File: src/rtl/onehot_dispatch.sv
// onehot_dispatch: buffers 2-bit request codes in a 2-entry FIFO and replays
// each one as a one-hot strobe on y, held for HOLD cycles, followed by a
// single all-zero gap cycle before the next request.
//
// Handshake: a request is accepted on a rising edge where in_valid and
// in_ready are both high. in_ready depends only on the registered FIFO
// count, so a pop in the same cycle never opens room for a push. The source
// must hold in_code stable until it is accepted.
module onehot_dispatch #(
  parameter int unsigned HOLD = 4
) (
  input  logic       clk,
  input  logic       rst_n,
  input  logic       in_valid,
  input  logic [1:0] in_code,
  output logic       in_ready,
  output logic [3:0] y,
  output logic       busy,
  output logic       done,
  output logic [1:0] dbg_state
);

  typedef enum logic [1:0] {
    ST_IDLE  = 2'd0,
    ST_DRIVE = 2'd1,
    ST_GAP   = 2'd2
  } state_t;

  localparam logic [7:0] HOLD_M1 = 8'(HOLD - 1);

  state_t     state_q, state_d;
  logic [7:0] hold_q, hold_d;
  logic [3:0] y_q, y_d;

  logic [1:0] mem_q [2];
  logic       rd_ptr_q, wr_ptr_q;
  logic [1:0] count_q;
  logic [1:0] head;
  logic       push, pop;

  assign in_ready  = (count_q < 2'd2);
  assign push      = in_valid && in_ready;
  assign head      = mem_q[rd_ptr_q];
  assign y         = y_q;
  assign busy      = (state_q != ST_IDLE) || (count_q != 2'd0);
  assign dbg_state = state_q;

  // FIFO storage, pointers and occupancy; reset flushes any queued codes
  always_ff @(posedge clk) begin
    if (!rst_n) begin
      rd_ptr_q <= 1'b0;
      wr_ptr_q <= 1'b0;
      count_q  <= 2'd0;
    end else begin
      if (push) begin
        mem_q[wr_ptr_q] <= in_code;
        wr_ptr_q        <= ~wr_ptr_q;
      end
      if (pop) begin
        rd_ptr_q <= ~rd_ptr_q;
      end
      case ({push, pop})
        2'b10:   count_q <= count_q + 2'd1;
        2'b01:   count_q <= count_q - 2'd1;
        default: count_q <= count_q;
      endcase
    end
  end

  // Dispatcher state, hold counter and registered one-hot output
  always_ff @(posedge clk) begin
    if (!rst_n) begin
      state_q <= ST_IDLE;
      hold_q  <= 8'd0;
      y_q     <= 4'd0;
    end else begin
      state_q <= state_d;
      hold_q  <= hold_d;
      y_q     <= y_d;
    end
  end

  // Next-state logic: pop the head from IDLE or GAP, count down in DRIVE
  always_comb begin
    state_d = state_q;
    hold_d  = hold_q;
    y_d     = y_q;
    pop     = 1'b0;
    done    = 1'b0;
    case (state_q)
      ST_IDLE: begin
        y_d = 4'd0;
        if (count_q != 2'd0) begin
          pop     = 1'b1;
          y_d     = 4'(4'b0001 << head);
          hold_d  = HOLD_M1;
          state_d = ST_DRIVE;
        end
      end
      ST_DRIVE: begin
        if (hold_q == 8'd0) begin
          done    = 1'b1;
          y_d     = 4'd0;
          state_d = ST_GAP;
        end else begin
          hold_d = hold_q - 8'd1;
        end
      end
      ST_GAP: begin
        y_d = 4'd0;
        if (count_q != 2'd0) begin
          pop     = 1'b1;
          y_d     = 4'(4'b0001 << head);
          hold_d  = HOLD_M1;
          state_d = ST_DRIVE;
        end else begin
          state_d = ST_IDLE;
        end
      end
      default: begin
        y_d     = 4'd0;
        state_d = ST_IDLE;
      end
    endcase
  end

endmodule
File: config.mk
export PLATFORM = sky130hd
export DESIGN_NAME = onehot_dispatch
export DESIGN_NICKNAME = d
export VERILOG_FILES = /design/src/rtl/onehot_dispatch.sv
export SDC_FILE = /design/constraint.sdc
export NUM_CORES = 1
export LEC_CHECK = 0
export ABC_AREA = 1
export CAP_MARGIN = 25
export CELL_PAD_IN_SITES_DETAIL_PLACEMENT = 0
export CELL_PAD_IN_SITES_GLOBAL_PLACEMENT = 1
export CORE_UTILIZATION = 34
export DETAILED_ROUTE_END_ITERATION = 7
export PLACE_DENSITY_LB_ADDON = 0.3
export SLEW_MARGIN = 5
export SYNTH_ARGS = -nofsm -noshare
export SYNTH_HDL_FRONTEND = slang
export SYNTH_SLANG_ARGS = --single-unit
export TNS_END_PERCENT = 1
File: constraint.sdc
create_clock -name clk -period 1.5 [get_ports clk]
set_input_delay 0.225 -clock clk [delete_from_list [all_inputs] [get_ports clk]]
set_output_delay 0.225 -clock clk [all_outputs]
set_load 0.01 [all_outputs]
==> results.yml <==
grt:
  grt_max_degree: 14
  grt_pass1_wl_mm: 3.670
  antenna_found_initial: 0
  grt_usage_pct: 14.27
  grt-ovfl-total: 0
  grt_pass1_vias: 886
critical_path:
  critical-path-top-delay-family: "flip-flops"
  worstSetupStartpointType: "flip-flop"
  path_class: "reg2out"
  path_cells: "inv_2 -> ha_1 -> nand2_1 -> nor2_1 -> inv_1 -> nor3_1 -> buf_2"
  required_ns: 1.27
  arrival_ns: 1.33
  crit_start: "hold_q[1]$_SDFFE_PN0P_"
  cp.depth: 7
  slowest_delay_ns: 0.35
  critPathMaxFanout: 2
  critPathCaptureType: "primary output"
  crit_buf_inv: 3
  reg2reg_from: "hold_q[1]$_SDFFE_PN0P_"
  cp_slowest_cell: "dfxtp_2"
  worst-r2r-cell-count: 10
  r2r_slack_ns: 0.10
  r2r_end: "hold_q[4]$_SDFFE_PN0P_"
finish:
  post-route-util_pct: 48.57
  final_area_um2: 1363
  drive_above_1_share_pct: 23.08
  mostFrequentLayoutCells: "nand2_1, nor2_1, buf_4"
  antenna_cells: 0
  nNetsFinal: 178
  final_common_cell: "nand2_1"
  syn2layout_area_growth_pct: 32.64
sta:
  slew_headroom_pct: 78.58
  worst_pin_slew_ns: 0.3179
  rsz0062_at_grt: "true"
  tns_ns: -0.05110
  finClkSkew_ns: 0.006068
  slew_violations: 0
  post-route-period-util_pct: 103.4
  setup_viol: 1
  worst_slack_ns: -0.05110
  max_freq_ghz: 0.6447
  fin_hold_ws_ns: 0.4585
  finalHoldViolations: 0
  min_period_ns: 1.551
placed_design:
  postPlaceCellArea_um2: 1309
  dp_hpwl_mm: 1.600
  port_buffers: 13
  gp_congestion: 0.7299
drt:
  dr_total_vias: 936
  viasPerCell: 4.680
  wirelength_mm: 2.084
  drc_errors: 0
  post_drt_wl_per_cell_um: 10.42
  drtPass1Iterations: 5
  drtAntennaViolNets: 0
  drt-initial-drc-count: 12
synth:
  synth_area_per_cell_um2: 7.553
  ys_warn_count: 0
  synth.distinct_cells: 18
  synth-seq-area-share_pct: 48.72
  netlist_instances: 136
  ys_ff_latch: 23
  syn-cell-area_um2: 1027
  syn_nets: 144
floorplan:
  die_h_um: 56.97
  die-area_um2: 3245
  initial_core_util_pct: 36.62
  fp-row-count: 19
  coreArea_um2: 2805
  io_pins: 14
  die_w_um: 56.97
min_path:
  min_path_cells: 1
  hold_class: "reg2reg"
  hold_path_end: "dbg_state[1]$_SDFFE_PN0P_"
  hp-start: "dbg_state[1]$_SDFFE_PN0P_"
power:
  vdd_drop_max_mv: 0.8048
  total_power_mw: 2.798
  p_per_area_nw_per_um2: 2053
  p_leak_nw: 0.6080
cts:
  clock_latency_ns: 0.31
  cts_sinks: 23
  htreeDepth: 1
  root_buffer: "clkbuf_4"
  postCtsHoldBufs: 0
  clk_pin_slew_ns: 0.13
  cts_buffer_depth: 2
  cts_made_buffers: 3
  cts_tree: "done"
status:
  violations: "negative setup slack"
  status: "finished, violations left"
run:
  drv_cap: 0
==> power by group <==
| group | internal [mW] | total, mW | switching, mW |
|---|---|---|---|
| combinational | 0.718 | 1.60 | 0.881 |
| sequential | 0.801 | 0.908 | 0.106 |
| clock | 0.0994 | 0.291 | 0.192 |
| total | 1.62 | 2.80 | 1.18 |
==> Yosys cell counts <==
cell type	count	area, um^2
nand2_1	27	101.4
inv_1	20	75.07
dfxtp_1	19	380.4
nor2_1	19	71.32
a21oi_1	15	75.07
nand3_1	8	40.04
o21ai_0	6	30.03
edfxtp_1	4	120.1
nor3_1	4	20.02
ha_1	3	37.54
nand2_2	2	12.51
nor2_2	2	12.51
o21ai_2	2	17.52
buf_6	1	11.26
clkbuf_1	1	3.750
inv_2	1	3.750
nor4_1	1	6.260
xor2_1	1	8.760
==> stage by stage <==
step                worst slack [ns]  cells
global placement             -0.1012    195
global route                 -0.1276    200
floorplan                    0.05033    136
CTS                         -0.08587    199
finish                      -0.05110    200
detailed placement           -0.1600    195
==> flip-flops by register name (all words and copies together) (netlist names), named ones only <==
| register | count |
|---|---|
| dbg_state | 2 |
| hold_q | 8 |
| wr_ptr_q | 1 |
| mem_q | 4 |
| rd_ptr_q | 1 |
| y | 4 |
| count_q | 2 |
==> kinds of logic (layout without fill, tap and decap cells) <==
kind of cell / after synthesis / count (layout) / share of synthesized area, %
AO/OA/AOI/OAI: 23 / 23 / 11.94
XOR/XNOR: 1 / 1 / 0.8528
adder cells (fa/ha/maj): 3 / 3 / 3.654
buffers and inverters: 23 / 56 / 9.134
flip-flops: 23 / 23 / 48.72
AND/OR/NAND/NOR: 63 / 63 / 25.70
==> layout make-up <==
type                    count  area, um^2
clock buffers               3       22.52
clock inverters             1       5.005
fillers                   293        1443
inverters                  21       78.83
multi-input cells          90       450.4
flip-flops and latches     23       509.2
well taps                  31       38.79
repair buffers             31       257.7
==> repair_timing <==
| item | CTS | global route |
|---|---|---|
| setup endpoints to repair | 4 | 13 |
| pin swaps | 1 | 1 |
| resized for setup | 9 | 11 |
| setup buffers | 0 | 1 |
==> layer usage <==
| layer | up-vias | global-route usage [%] | part of all wire [%] |
|---|---|---|---|
| met2 | 13 | 24.87 | 49 |
| met4 | 0 | 5.226 | 0.82 |
| li1 | 500 | - | - |
| met1 | 421 | 17.95 | 47 |
| met5 | - | 0 | 0 |
| met3 | 2 | 2.041 | 3.7 |
==> worst max-delay path by stage <==
stage / slack (ns) / end
floorplan: 0.05 / count_q[1]$_SDFFE_PN0P_
detailed placement: -0.16 / count_q[1]$_SDFFE_PN0P_
global placement: -0.10 / done
global route: -0.13 / done
CTS: -0.09 / done
finish: -0.05 / done
No activity file was read; power rests on OpenSTA's default activity.
